`config.mk`:
```
export PLATFORM = sky130hd
export DESIGN_NAME = lcd_hd44780_ctrl
export DESIGN_NICKNAME = d
export VERILOG_FILES = /design/src/rtl/lcd_hd44780_ctrl.sv
export SDC_FILE = /design/constraint.sdc
export NUM_CORES = 1
export LEC_CHECK = 0
export ABC_AREA = 1
export CAP_MARGIN = 20
export CELL_PAD_IN_SITES_DETAIL_PLACEMENT = 2
export CELL_PAD_IN_SITES_GLOBAL_PLACEMENT = 2
export CORE_UTILIZATION = 30
export CTS_CLUSTER_SIZE = 20
export DETAILED_ROUTE_END_ITERATION = 10
export PLACE_DENSITY_LB_ADDON = 0.1
export SLEW_MARGIN = 20
export SYNTH_ARGS = -nofsm -noshare
export SYNTH_HDL_FRONTEND = slang
export SYNTH_SLANG_ARGS = --single-unit
```
`constraint.sdc`:
```
create_clock -name sys_clk -period 4.6 [get_ports sys_clk]
set_clock_uncertainty 0.2 [all_clocks]
set_input_delay 0.92 -clock sys_clk [delete_from_list [all_inputs] [get_ports sys_clk]]
set_output_delay 0.92 -clock sys_clk [all_outputs]
set_load 0.1 [all_outputs]
```
`src/rtl/lcd_hd44780_ctrl.sv`:
```
// HD44780 4-bit write-only sequencer: runs the power-on init ROM, then sends
// handshaked command/data bytes as two timed nibble transfers on the LCD pins.
module lcd_hd44780_ctrl #(
  parameter int T_SETUP   = 2,
  parameter int T_E_HIGH  = 13,
  parameter int T_HOLD    = 27,
  parameter int T_EXEC    = 1080,
  parameter int T_CLEAR   = 44280,
  parameter int T_POWERUP = 405000,
  parameter int T_INIT1   = 110700,
  parameter int T_INIT2   = 2700,
  parameter int CNT_W     = 20
) (
  input  logic       sys_clk,
  input  logic       rst_n,
  input  logic       wr_valid,
  output logic       wr_ready,
  input  logic       wr_rs,
  input  logic [7:0] wr_data,
  output logic       init_done,
  output logic       busy,
  output logic       lcd_e,
  output logic       lcd_rw,
  output logic       lcd_rs,
  output logic [3:0] lcd_db
);

  typedef enum logic [2:0] {POWERUP, NIB_SETUP, NIB_E, NIB_HOLD, WAIT, IDLE} state_t;

  localparam logic [CNT_W-1:0] LD_SETUP   = CNT_W'(T_SETUP - 1);
  localparam logic [CNT_W-1:0] LD_E_HIGH  = CNT_W'(T_E_HIGH - 1);
  localparam logic [CNT_W-1:0] LD_HOLD    = CNT_W'(T_HOLD - 1);
  localparam logic [CNT_W-1:0] LD_POWERUP = CNT_W'(T_POWERUP - 1);

  state_t             state_q, state_d;
  logic [CNT_W-1:0]   cnt_q, cnt_d;
  logic [CNT_W-1:0]   wait_q, wait_d;
  logic [2:0]         rom_idx_q, rom_idx_d;
  logic [7:0]         byte_q, byte_d;
  logic               single_q, single_d;
  logic               low_q, low_d;
  logic               init_done_q, init_done_d;
  logic               wr_ready_q, wr_ready_d;
  logic               busy_q, busy_d;
  logic               lcd_e_q, lcd_e_d;
  logic               lcd_rs_q, lcd_rs_d;
  logic [3:0]         lcd_db_q, lcd_db_d;

  logic [2:0]         rom_addr;
  logic               rom_single;
  logic [7:0]         rom_data;
  logic [CNT_W-1:0]   rom_wait;
  logic               accept;

  // Clear display (0x01) and return home (0x02/0x03) need the long execution wait.
  function automatic logic [CNT_W-1:0] byte_wait(input logic rs, input logic [7:0] data);
    if (!rs && data[7:2] == 6'd0 && data != 8'd0)
      return CNT_W'(T_CLEAR);
    else
      return CNT_W'(T_EXEC);
  endfunction

  // Init ROM: single nibbles carry their value in the high nibble of the byte.
  always_comb begin
    rom_single = 1'b0;
    rom_data   = 8'h00;
    rom_wait   = CNT_W'(T_EXEC);
    case (rom_addr)
      3'd0: begin rom_single = 1'b1; rom_data = 8'h30; rom_wait = CNT_W'(T_INIT1); end
      3'd1: begin rom_single = 1'b1; rom_data = 8'h30; rom_wait = CNT_W'(T_INIT2); end
      3'd2: begin rom_single = 1'b1; rom_data = 8'h30; end
      3'd3: begin rom_single = 1'b1; rom_data = 8'h20; end
      3'd4: rom_data = 8'h28;
      3'd5: rom_data = 8'h0C;
      3'd6: rom_data = 8'h01;
      3'd7: rom_data = 8'h06;
    endcase
    if (!rom_single)
      rom_wait = byte_wait(1'b0, rom_data);
  end

  always_comb begin
    state_d     = state_q;
    cnt_d       = (cnt_q != '0) ? cnt_q - CNT_W'(1) : cnt_q;
    wait_d      = wait_q;
    rom_idx_d   = rom_idx_q;
    byte_d      = byte_q;
    single_d    = single_q;
    low_d       = low_q;
    lcd_rs_d    = lcd_rs_q;
    lcd_db_d    = lcd_db_q;
    accept      = 1'b0;
    rom_addr    = (state_q == POWERUP) ? 3'd0 : rom_idx_q + 3'd1;

    case (state_q)
      POWERUP, WAIT: begin
        if (cnt_q == '0) begin
          if (state_q == WAIT && (init_done_q || rom_idx_q == 3'd7)) begin
            state_d = IDLE;
          end else begin
            state_d   = NIB_SETUP;
            cnt_d     = LD_SETUP;
            rom_idx_d = rom_addr;
            byte_d    = rom_data;
            single_d  = rom_single;
            low_d     = 1'b0;
            wait_d    = rom_wait;
            lcd_rs_d  = 1'b0;
            lcd_db_d  = rom_data[7:4];
          end
        end
      end
      NIB_SETUP: begin
        if (cnt_q == '0) begin
          state_d = NIB_E;
          cnt_d   = LD_E_HIGH;
        end
      end
      NIB_E: begin
        if (cnt_q == '0) begin
          state_d = NIB_HOLD;
          cnt_d   = LD_HOLD;
        end
      end
      NIB_HOLD: begin
        if (cnt_q == '0) begin
          if (!single_q && !low_q) begin
            state_d  = NIB_SETUP;
            cnt_d    = LD_SETUP;
            low_d    = 1'b1;
            lcd_db_d = byte_q[3:0];
          end else begin
            state_d = WAIT;
            cnt_d   = wait_q - CNT_W'(1);
          end
        end
      end
      IDLE: begin
        cnt_d = cnt_q;
        if (wr_valid && wr_ready_q) begin
          accept   = 1'b1;
          state_d  = NIB_SETUP;
          cnt_d    = LD_SETUP;
          byte_d   = wr_data;
          single_d = 1'b0;
          low_d    = 1'b0;
          wait_d   = byte_wait(wr_rs, wr_data);
          lcd_rs_d = wr_rs;
          lcd_db_d = wr_data[7:4];
        end
      end
      default: state_d = POWERUP;
    endcase

    // Ready lags IDLE entry by one cycle so it rises together with init_done.
    lcd_e_d     = (state_d == NIB_E);
    wr_ready_d  = (state_q == IDLE) && !accept;
    busy_d      = !wr_ready_d;
    init_done_d = init_done_q || (state_q == IDLE);
  end

  always_ff @(posedge sys_clk or negedge rst_n) begin
    if (!rst_n) begin
      state_q     <= POWERUP;
      cnt_q       <= LD_POWERUP;
      wait_q      <= '0;
      rom_idx_q   <= 3'd0;
      byte_q      <= 8'h00;
      single_q    <= 1'b0;
      low_q       <= 1'b0;
      init_done_q <= 1'b0;
      wr_ready_q  <= 1'b0;
      busy_q      <= 1'b1;
      lcd_e_q     <= 1'b0;
      lcd_rs_q    <= 1'b0;
      lcd_db_q    <= 4'h0;
    end else begin
      state_q     <= state_d;
      cnt_q       <= cnt_d;
      wait_q      <= wait_d;
      rom_idx_q   <= rom_idx_d;
      byte_q      <= byte_d;
      single_q    <= single_d;
      low_q       <= low_d;
      init_done_q <= init_done_d;
      wr_ready_q  <= wr_ready_d;
      busy_q      <= busy_d;
      lcd_e_q     <= lcd_e_d;
      lcd_rs_q    <= lcd_rs_d;
      lcd_db_q    <= lcd_db_d;
    end
  end

  assign wr_ready  = wr_ready_q;
  assign init_done = init_done_q;
  assign busy      = busy_q;
  assign lcd_e     = lcd_e_q;
  assign lcd_rw    = 1'b0;
  assign lcd_rs    = lcd_rs_q;
  assign lcd_db    = lcd_db_q;

endmodule

```
# ---- Yosys cells after proc, flatten, opt, wreduce, memory -nomap -nowiden
# Cells that the tools add are included.
dict set report totals {
  register_bits 61
  out_inout_bits 10
  in_bits 12
  wordCells 117
}
dict set report op_classes {
  n_reduce_logical 30
  bitwise_logic 1
  mux 51
  add_sub_neg 3
  n_eq_ne 19
}
# operator count
set op_table {}
lappend op_table {{$mux 20} 12}
lappend op_table {{$pmux 20 s5} 1}
lappend op_table {{$pmux 8 s6} 1}
lappend op_table {{$pmux 20 s2} 1}
lappend op_table {{$sub 20x1->20 const B} 2}
lappend op_table {{$pmux 17 s2} 1}
lappend op_table {{$mux 16} 2}
lappend op_table {{$mux 4} 8}
lappend op_table {{$mux 3} 8}
lappend op_table {{$eq 3x3->1 const B} 7}
lappend op_table {{$logic_not 20->1} 1}
lappend op_table {{$reduce_bool 20->1} 1}
lappend op_table {{$reduce_bool 8->1} 2}
lappend op_table {{$eq 3x2->1 const B} 5}
lappend op_table {{$pmux 3 s5} 1}
lappend op_table {{$logic_not 6->1} 2}
lappend op_table {{$pmux 4 s3} 1}
lappend op_table {{$mux 1} 11}
lappend op_table {{$ne 2x2->1 const B} 5}
lappend op_table {{$pmux 4 s2} 1}
lappend op_table {{$logic_and 1x1->1} 7}
lappend op_table {{$eq 3x1->1 const B} 2}
lappend op_table {{$logic_not 3->1} 2}
lappend op_table {{$reduce_and 6->1} 1}
lappend op_table {{13 further kinds} 19}

# ---- Logic depth before layout (Yosys ltp)
# Gate-level depths: netlist of the first run.
dict set report logic_depth {
  word_depth 12
  mapped_depth 13
  depth_no_buf 13
}

# ---- Worst setup path after synthesis of the first run
# OpenSTA, ideal clock, no wires.
dict set report synth_path {
  path_type {register to register}
  from {reg init_done_q (netlist: init_done)}
  to {reg wait_q[10]}
  slack_ns 2.415
  setup_time_ns 0.122
  arrival_time_ns 1.863
  period_less_slack_ns 2.185
  required_time_ns 4.278
  path_buffers 1
  path_stages_with_launch 9
  path_cell_list {dfrtp_1 > o21ai_0 > nor2_1 > nor2_1 > o21ai_2 > nor2_8 > nand3_4 > buf_6 > a21oi_2}
}
dict set report synth_between {
  elab_chain_len 4
}
# element line
set synth_rtl {}
lappend synth_rtl {{start, declared} 42} ;# logic init_done_q, init_done_d;
lappend synth_rtl {{start signal, assigned} 185} ;# init_done_q <= init_done_d;
lappend synth_rtl {{$logic_or 1x1->1} 98} ;# if (state_q == WAIT && (init_done_q || rom_idx_q == 3'd7)) begin
lappend synth_rtl {{$logic_and 1x1->1} 98}
lappend synth_rtl {{$ne 2x2->1 (no source line)} -}
lappend synth_rtl {{$reduce_and 4->1 (no source line)} -}
lappend synth_rtl {{end signal, assigned} 180} ;# wait_q <= wait_d;
lappend synth_rtl {{end, declared} 37} ;# logic [CNT_W-1:0] wait_q, wait_d;
# No other way between the ends.
# A chain may end at the register's enable or synchronous reset.

# ---- Worst setup path after layout of the first run
dict set report layout_path {
  from {reg busy_q (netlist: busy)}
  to {out busy}
}
# element line
set layout_rtl {}
lappend layout_rtl {{start, declared} 44} ;# logic busy_q, busy_d;
lappend layout_rtl {{start signal, assigned} 187} ;# busy_q <= busy_d;
lappend layout_rtl {{end, declared} 21} ;# output logic busy,
# No word-level cell between the ends.

==> impl_results.rst, run 1 <==
.. list-table::
   :header-rows: 1

   * - Metric
     - Value
   * - Run status
     - finished, final reports clean
   * - Kind of start point of the critical path
     - flop
   * - Post-synth design cell area
     - 0.00359 mm²
   * - Slew at the pin closest to its max-slew limit
     - 1050 ps
   * - Worst hold path startpoint
     - cnt_q[1]
   * - Die extent in y
     - 111 µm
   * - Syn Area/Cell
     - 6.56 µm²
   * - Arr. time, crit path
     - 1950 ps
   * - Combinational cell fraction of total power
     - 2.8%
   * - Post-route clock period utilization
     - 66.8%
   * - Total of warnings raised by yosys
     - 0
   * - Post-synth EDFFs
     - 0
   * - Area added between synthesis and finish
     - 14.4%
   * - Drt wl/cell
     - 18.6 µm
   * - Total net switching power
     - 0.200 mW
   * - Total setup violations reported at the end of the flow
     - 0
   * - Drt via density
     - 5.15
   * - Reg2reg setup slack
     - 1800 ps
   * - Total track usage
     - 23.0%
   * - First-pass GRT wire length
     - 22000 µm
   * - Starting density of the core
     - 31.1%
   * - TritonCTS Sinks
     - 49
   * - Final routed wirelength across all metal layers
     - 13200 µm
   * - Buffers and inverters on the worst path
     - 1
   * - Proportion of power drawn by flip-flops and latches
     - 47.2%
   * - Final weighted congestion in routability-driven placement
     - 0.785
   * - Required time at the worst-slack endpoint
     - 3480 ps
   * - Overall via count from detail_route
     - 3659
   * - Number of gates resized after cts
     - 0
   * - Worst-Skew Late Latency
     - 310 ps
   * - Post-CTS repair timing setup buffer count
     - 0
   * - IR Drop Worst-Case VDD
     - 0.000138 V
   * - Share of cells above drive strength 1
     - 9.88%
   * - Critical-path maximum fanout
     - 1
   * - TritonCTS clock tree
     - done
   * - Path type of the worst min-delay path
     - flop to flop
   * - Width of the chip
     - 111 µm
   * - Area inside the core boundary
     - 0.0115 mm²
   * - Summed area of non-filler cells in the final layout
     - 0.00410 mm²
   * - Number of global-route vias before repair
     - 4040
   * - Cell count of the worst reg-to-reg path
     - 9
   * - Bufs on Longest Clock Path
     - 2
   * - Switching Share
     - 22.0%
   * - Internal Power
     - 0.712 mW
   * - Final Hold Fails
     - 0
   * - Clock transition at the registers of the reported paths
     - 80 ps
   * - Maximum number of pins on one net before global-route repair
     - 32
   * - Worst R2R Start
     - state_q[2]
   * - Crit-path slowest cell
     - clkdlybuf4s50_1
   * - Normalized max-slew margin
     - 29.8%
   * - Clock buffers created by TritonCTS
     - 5
   * - Filler cell count
     - 1410
   * - Static Leakage
     - 1.90 nW
   * - Share of flip-flops with an asynchronous set or reset
     - 100%
   * - Achievable clock frequency
     - 325 MHz
   * - Cells traversed along the worst timing path
     - clkdlybuf4s50_1
   * - Max-slew violations
     - 0
   * - Cell at the root of the clock tree
     - clkbuf_16
   * - Post-route total power
     - 0.912 mW
   * - RSZ-0062 raised after global routing
     - no
   * - Kind of cell adding the most delay to the critical path
     - buffers and inverters
   * - Worst hold endpoint
     - cnt_q[1]
   * - Primary FF master, synth
     - dfrtp_1
   * - Antenna diode count
     - 0
   * - Initial antenna violation count
     - 0
   * - Hold Path Cell Cnt
     - 2
   * - Power per standard cell area
     - 222 mW/mm²
   * - Clock Power Share
     - 50.0%
   * - Worst R2R End
     - cnt_q[9]
   * - Min Clock Period, post-route
     - 3070 ps
   * - Crit Path Category
     - flop to output pin
   * - Count of pins on the block boundary
     - 22
   * - Half-perimeter wire length after placement
     - 10200 µm
   * - Drt first pass iters
     - 4
   * - Number of unique standard cell types used by synthesis
     - 40
   * - Detailed-route DRC error count
     - 0
   * - Post-synthesis sequential area ratio
     - 34.5%
   * - Crit end category
     - output pin
   * - Detail Route Antenna Nets
     - 0
   * - Synthesized netlist net count
     - 566
   * - Number of standard cells after synthesis
     - 547
   * - H-tree lvl count
     - 2
   * - Highest cell delay on the worst timing path
     - 1120 ps
   * - Remaining global-route overflow
     - 0
   * - Number of design-rule violations left by the first detailed-router iteration
     - 117
   * - Total negative slack for setup checks
     - 0 ps
   * - Net total in the final layout
     - 585
   * - Number of I/O port buffers
     - 20
   * - Die Area
     - 0.0124 mm²
   * - Critical path startpoint
     - busy
   * - Number of flip-flops and latches in the synthesized netlist
     - 49
   * - Post-place instance area
     - 0.00393 mm²
   * - Max-cap check violation count
     - 0
   * - Standard-cell rows
     - 39
   * - Hold Buf Count CTS
     - 0
kinds of logic after synthesis:
group	synth area share, %
AO/OA/AOI/OAI	11.9
XOR/XNOR	3.17
adder cells (fa/ha/maj)	2.44
buffers and inverters	8.06
flip-flops	34.5
other	0.105
AND/OR/NAND/NOR	39.8
worst max path at each step:
stage,cells after the start,slack (ps),to
floorplan,8,2420,wait_q[10]
global placement,9,1560,wait_q[2]
detailed placement,9,1490,wait_q[9]
CTS,1,1510,busy
global route,1,1500,busy
finish,1,1530,busy
cell usage after synthesis (all sizes together), types with 6 or more instances:
| cell | n | area share [%] |
|---|---|---|
| o21ai | 35 | 5.5 |
| nor2 | 95 | 12 |
| nand4 | 7 | 1.2 |
| a21oi | 24 | 3.6 |
| dfrtp | 39 | 27 |
| nand3 | 43 | 6.7 |
| clkbuf | 6 | 0.63 |
| dfstp | 10 | 7.3 |
| ha | 7 | 2.4 |
| nor3 | 7 | 0.98 |
| inv | 61 | 6.4 |
| xor2 | 9 | 2.2 |
| nand2 | 177 | 19 |
through the flow:
stage / setup WS, ps / std cells / hold slack [ps] / util [%]
final: 1530 / 710 / 292 / 35.6
after detailed placement: 1490 / 702 / 279 / 34.1
after CTS: 1510 / 710 / 296 / 35.6
after floorplan: 2420 / 547 / 243 / -
after global placement: 1560 / 702 / 262 / 34.1
after global routing: 1500 / 710 / 311 / 35.6
layout make-up:
class | count | area (µm²) | area share [%]
Sequential cell | 49 | 1240 | 30.2
Tap cell | 143 | 179 | 4.36
Multi-Input combinational cell | 425 | 2060 | 50.2
Inverter | 62 | 233 | 5.67
Timing Repair Buffer | 23 | 218 | 5.30
Clock inverter | 2 | 37.5 | 0.915
Clock buffer | 6 | 139 | 3.38
layer usage:
layer	track usage (%)	share of wire, %
met1	29.4	47
met2	41.2	50
met3	3.48	2.0
met4	4.59	0.86
met5	0	0
cell usage in the layout (no fill, tap or decap), types with 4 or more instances in the layout:
cell	synthesis	final
a21oi_1	22	22
clkbuf_16	0	5
clkdlybuf4s50_1	0	19
dfrtp_1	39	39
dfstp_2	10	10
ha_1	7	7
inv_1	53	53
inv_2	8	8
nand2_1	174	174
nand3_1	41	41
nand4_1	7	7
nor2_1	83	83
nor2_2	8	8
nor3_1	7	7
o21ai_0	25	25
o21ai_1	4	4
o21ai_2	6	6
xnor2_1	4	4
xor2_1	9	9
flip-flops by register name (all words and copies together) (netlist names):
| name | count |
|---|---|
| init_done | 1 |
| low_q | 1 |
| lcd_rs | 1 |
| single_q | 1 |
| wait_q | 8 |
| wr_ready | 1 |
| busy | 1 |
| rom_idx_q | 3 |
| cnt_q | 20 |
| lcd_db | 4 |
| lcd_e | 1 |
| state_q | 3 |
| byte_q | 4 |
power by group through the flow:
stage          Clock [mW]  Combinational [mW]  Sequential (mW)
3_3_place_gp            0              0.0257            0.439
2_1_floorplan           0             0.00489            0.439
4_1_cts             0.472              0.0264            0.431
5_1_grt             0.485              0.0277            0.431
3_5_place_dp            0              0.0262            0.439
6_report            0.456              0.0254            0.431
Power figures use the tool's default switching activity.
==> run 2: changes to the inputs <==
Clock period 4.6 ns to 2.7 ns, I/O delays scaled along.
==> impl_results.rst, run 2 (same netlist as run 1, synthesis figures left out) <==
.. list-table::
   :header-rows: 1

   * - Metric
     - Value
   * - IR Drop Worst-Case VDD
     - 0.000222 V (+61%)
   * - Switching Share
     - 20.9% (-1.1 points)
   * - TritonCTS clock tree
     - done
   * - Clock Power Share
     - 49.4% (-0.6 points)
   * - Max-slew violations
     - 0 (unchanged)
   * - Highest cell delay on the worst timing path
     - 430 ps (-690 ps)
   * - Clock transition at the registers of the reported paths
     - 70 ps (about the same)
   * - Bufs on Longest Clock Path
     - 2 (unchanged)
   * - Post-placement worst setup slack
     - 357 ps (-1140 ps)
   * - Detail Route Antenna Nets
     - 0 (unchanged)
   * - Power per standard cell area
     - 369 mW/mm² (+66%)
   * - Area inside the core boundary
     - 0.0115 mm² (unchanged)
   * - Arr. time, crit path
     - 2330 ps (+380 ps)
   * - Crit end category
     - flop
   * - Total track usage
     - 23.1% (+0.087 points)
   * - Cell at the root of the clock tree
     - clkbuf_16
   * - Drt via density
     - 5.07 (-1.7%)
   * - Tightest hold margin
     - 157 ps (-135 ps)
   * - Total negative slack for setup checks
     - 0 ps (unchanged)
   * - Drt first pass iters
     - 4 (unchanged)
   * - Buffers and inverters on the worst path
     - 1 (unchanged)
   * - Path type of the worst min-delay path
     - input pin to async pin
   * - Maximum number of pins on one net before global-route repair
     - 50 (+56%)
   * - Min Clock Period, post-route
     - 2340 ps
   * - Placed cells
     - 711 (+1.3%)
   * - Final routed wirelength across all metal layers
     - 13100 µm (-0.72%)
   * - Combined flip-flop and latch cell area
     - 0.00124 mm² (unchanged)
   * - Number of design-rule violations left by the first detailed-router iteration
     - 87 (-26%)
   * - Slew at the pin closest to its max-slew limit
     - 701 ps (-348 ps)
   * - Final weighted congestion in routability-driven placement
     - 0.822 (+4.8%)
   * - Post-route clock period utilization
     - 86.8%
   * - Final Hold Fails
     - 0 (unchanged)
   * - Total net switching power
     - 0.321 mW (+60%)
   * - Static Leakage
     - 1.97 nW (+3.5%)
   * - Die extent in y
     - 111 µm (unchanged)
   * - Most common library cell in the layout ignoring fill and taps
     - nand2_1
   * - Share of cells above drive strength 1
     - 12.7% (+2.8 points)
   * - Standard-cell rows
     - 39 (unchanged)
   * - Post-CTS repair timing setup buffer count
     - 0 (unchanged)
   * - Proportion of power drawn by flip-flops and latches
     - 47.9% (+0.7 points)
   * - Initial antenna violation count
     - 0 (unchanged)
   * - Critical-path maximum fanout
     - 17 (+16)
   * - Half-perimeter wire length after placement
     - 10500 µm (+3.0%)
   * - Drt wl/cell
     - 18.2 µm (-2.0%)
   * - Remaining global-route overflow
     - 0 (unchanged)
   * - Detailed-route DRC error count
     - 0 (unchanged)
   * - Most frequent cells in the layout
     - nand2_1 (174), nor2_1 (83), inv_1 (53)
   * - Register containing the most flip-flops in the final layout
     - cnt_q
   * - Number of gates resized after cts
     - 0 (unchanged)
   * - Area added between synthesis and finish
     - 15.9%
   * - Starting density of the core
     - 31.1% (unchanged)
   * - Kind of cell adding the most delay to the critical path
     - simple AND/OR/NAND/NOR gates
   * - Run status
     - finished, final reports clean
   * - Kind of start point of the critical path
     - flop
   * - Number of I/O port buffers
     - 20 (unchanged)
   * - RSZ-0062 raised after global routing
     - no
   * - Required time at the worst-slack endpoint
     - 2680 ps (-800 ps)
   * - Total setup violations reported at the end of the flow
     - 0 (unchanged)
   * - First-pass GRT wire length
     - 22100 µm (+0.47%)
   * - Cells traversed along the worst timing path
     - ha_1 -> ha_1 -> o21ai_0 -> nor2_1 -> nor2_1 -> o21ai_2 -> nor2_8 -> nand3_4 -> inv_2 -> o21ai_1
   * - Post-layout instance count excluding filler cells
     - 719 (+1.3%)
   * - Crit-path slowest cell
     - dfrtp_1
   * - Worst-Skew Late Latency
     - 300 ps (about the same)
   * - Leading registers by flop count
     - cnt_q (20), wait_q (8)
   * - Overall via count from detail_route
     - 3644 (-0.41%)
   * - Hold Buf Count CTS
     - 0 (unchanged)
   * - Normalized max-slew margin
     - 53.3% (+23 points)
   * - Count of pins on the block boundary
     - 22 (unchanged)
   * - Net total in the final layout
     - 594 (+1.5%)
   * - TritonCTS Sinks
     - 49 (unchanged)
   * - Max-cap check violation count
     - 0 (unchanged)
   * - Die Area
     - 0.0124 mm² (unchanged)
   * - Max reg flops
     - 20 (unchanged)
   * - Setup slack after layout
     - 357 ps (-1170 ps)
   * - Multi-input gate area
     - 0.00206 mm² (unchanged)
   * - Internal Power
     - 1.21 mW (+70%)
   * - Achievable clock frequency
     - 427 MHz
   * - H-tree lvl count
     - 2 (unchanged)
   * - Filler cell count
     - 1429 (+1.3%)
   * - Antenna diode count
     - 0 (unchanged)
   * - Clock buffers created by TritonCTS
     - 5 (unchanged)
   * - Crit Path Category
     - flop to flop
   * - Number of global-route vias before repair
     - 4058 (+0.45%)
   * - Width of the chip
     - 111 µm (unchanged)
   * - Post-route total power
     - 1.53 mW (+68%)
   * - Combinational cell fraction of total power
     - 2.7% (about the same)
[run 2: cell count changes in the layout (fill, tap and decap cells not counted), sizes merged]
cell	delta
clkdlybuf4s50	-9
clkbuf	+1
clkinvlp	-1
buf	+18
[run 2: path summary, 6_finish.rpt]
path / from / endpoint / slack (ps) / cells after the start
max in group asynchronous: rst_n / state_q[2] / 1660 / 2
min: rst_n / cnt_q[7] / 160 / 2
max reg2reg: rom_idx_q[0] / wait_q[12] / 360 / 10
min reg2reg: lcd_db[3] / lcd_db[3] / 280 / 2
max: rom_idx_q[0] / wait_q[12] / 360 / 10
min in group sys_clk: lcd_db[3] / lcd_db[3] / 280 / 2
[run 2: power by group through the flow]
| stage | registers, mW | clock network (mW) | logic, mW |
|---|---|---|---|
| final | 0.734 | 0.758 | 0.0416 |
| after global routing | 0.734 | 0.810 | 0.0456 |
| after CTS | 0.734 | 0.785 | 0.0430 |
| after detailed placement | 0.748 | 0 | 0.0429 |
| after global placement | 0.748 | 0 | 0.0428 |
| after floorplan | 0.748 | 0 | 0.00832 |
[run 2: final cells by class]
type	count	area share [%]
clock buffers	7	3.43
inverters	62	5.60
well taps	143	4.30
multi-input cells	425	49.5
repair buffers	32	6.62
flip-flops and latches	49	29.8
clock inverters	1	0.722
[run 2: layer usage]
layer	global-route usage (%)	wire, µm
met4	5.41	151
met3	3.27	241
met1	28.8	6020
met2	41.9	6700
met5	0	0
[run 2: metrics by stage]
stage | util [%] | instance area (µm²)
5_1_grt | 36.1 | 4160
6_report | 36.1 | 4160
3_5_place_dp | 34.6 | 3990
3_3_place_gp | 34.6 | 3990
4_1_cts | 36.1 | 4160
2_1_floorplan | - | 3590
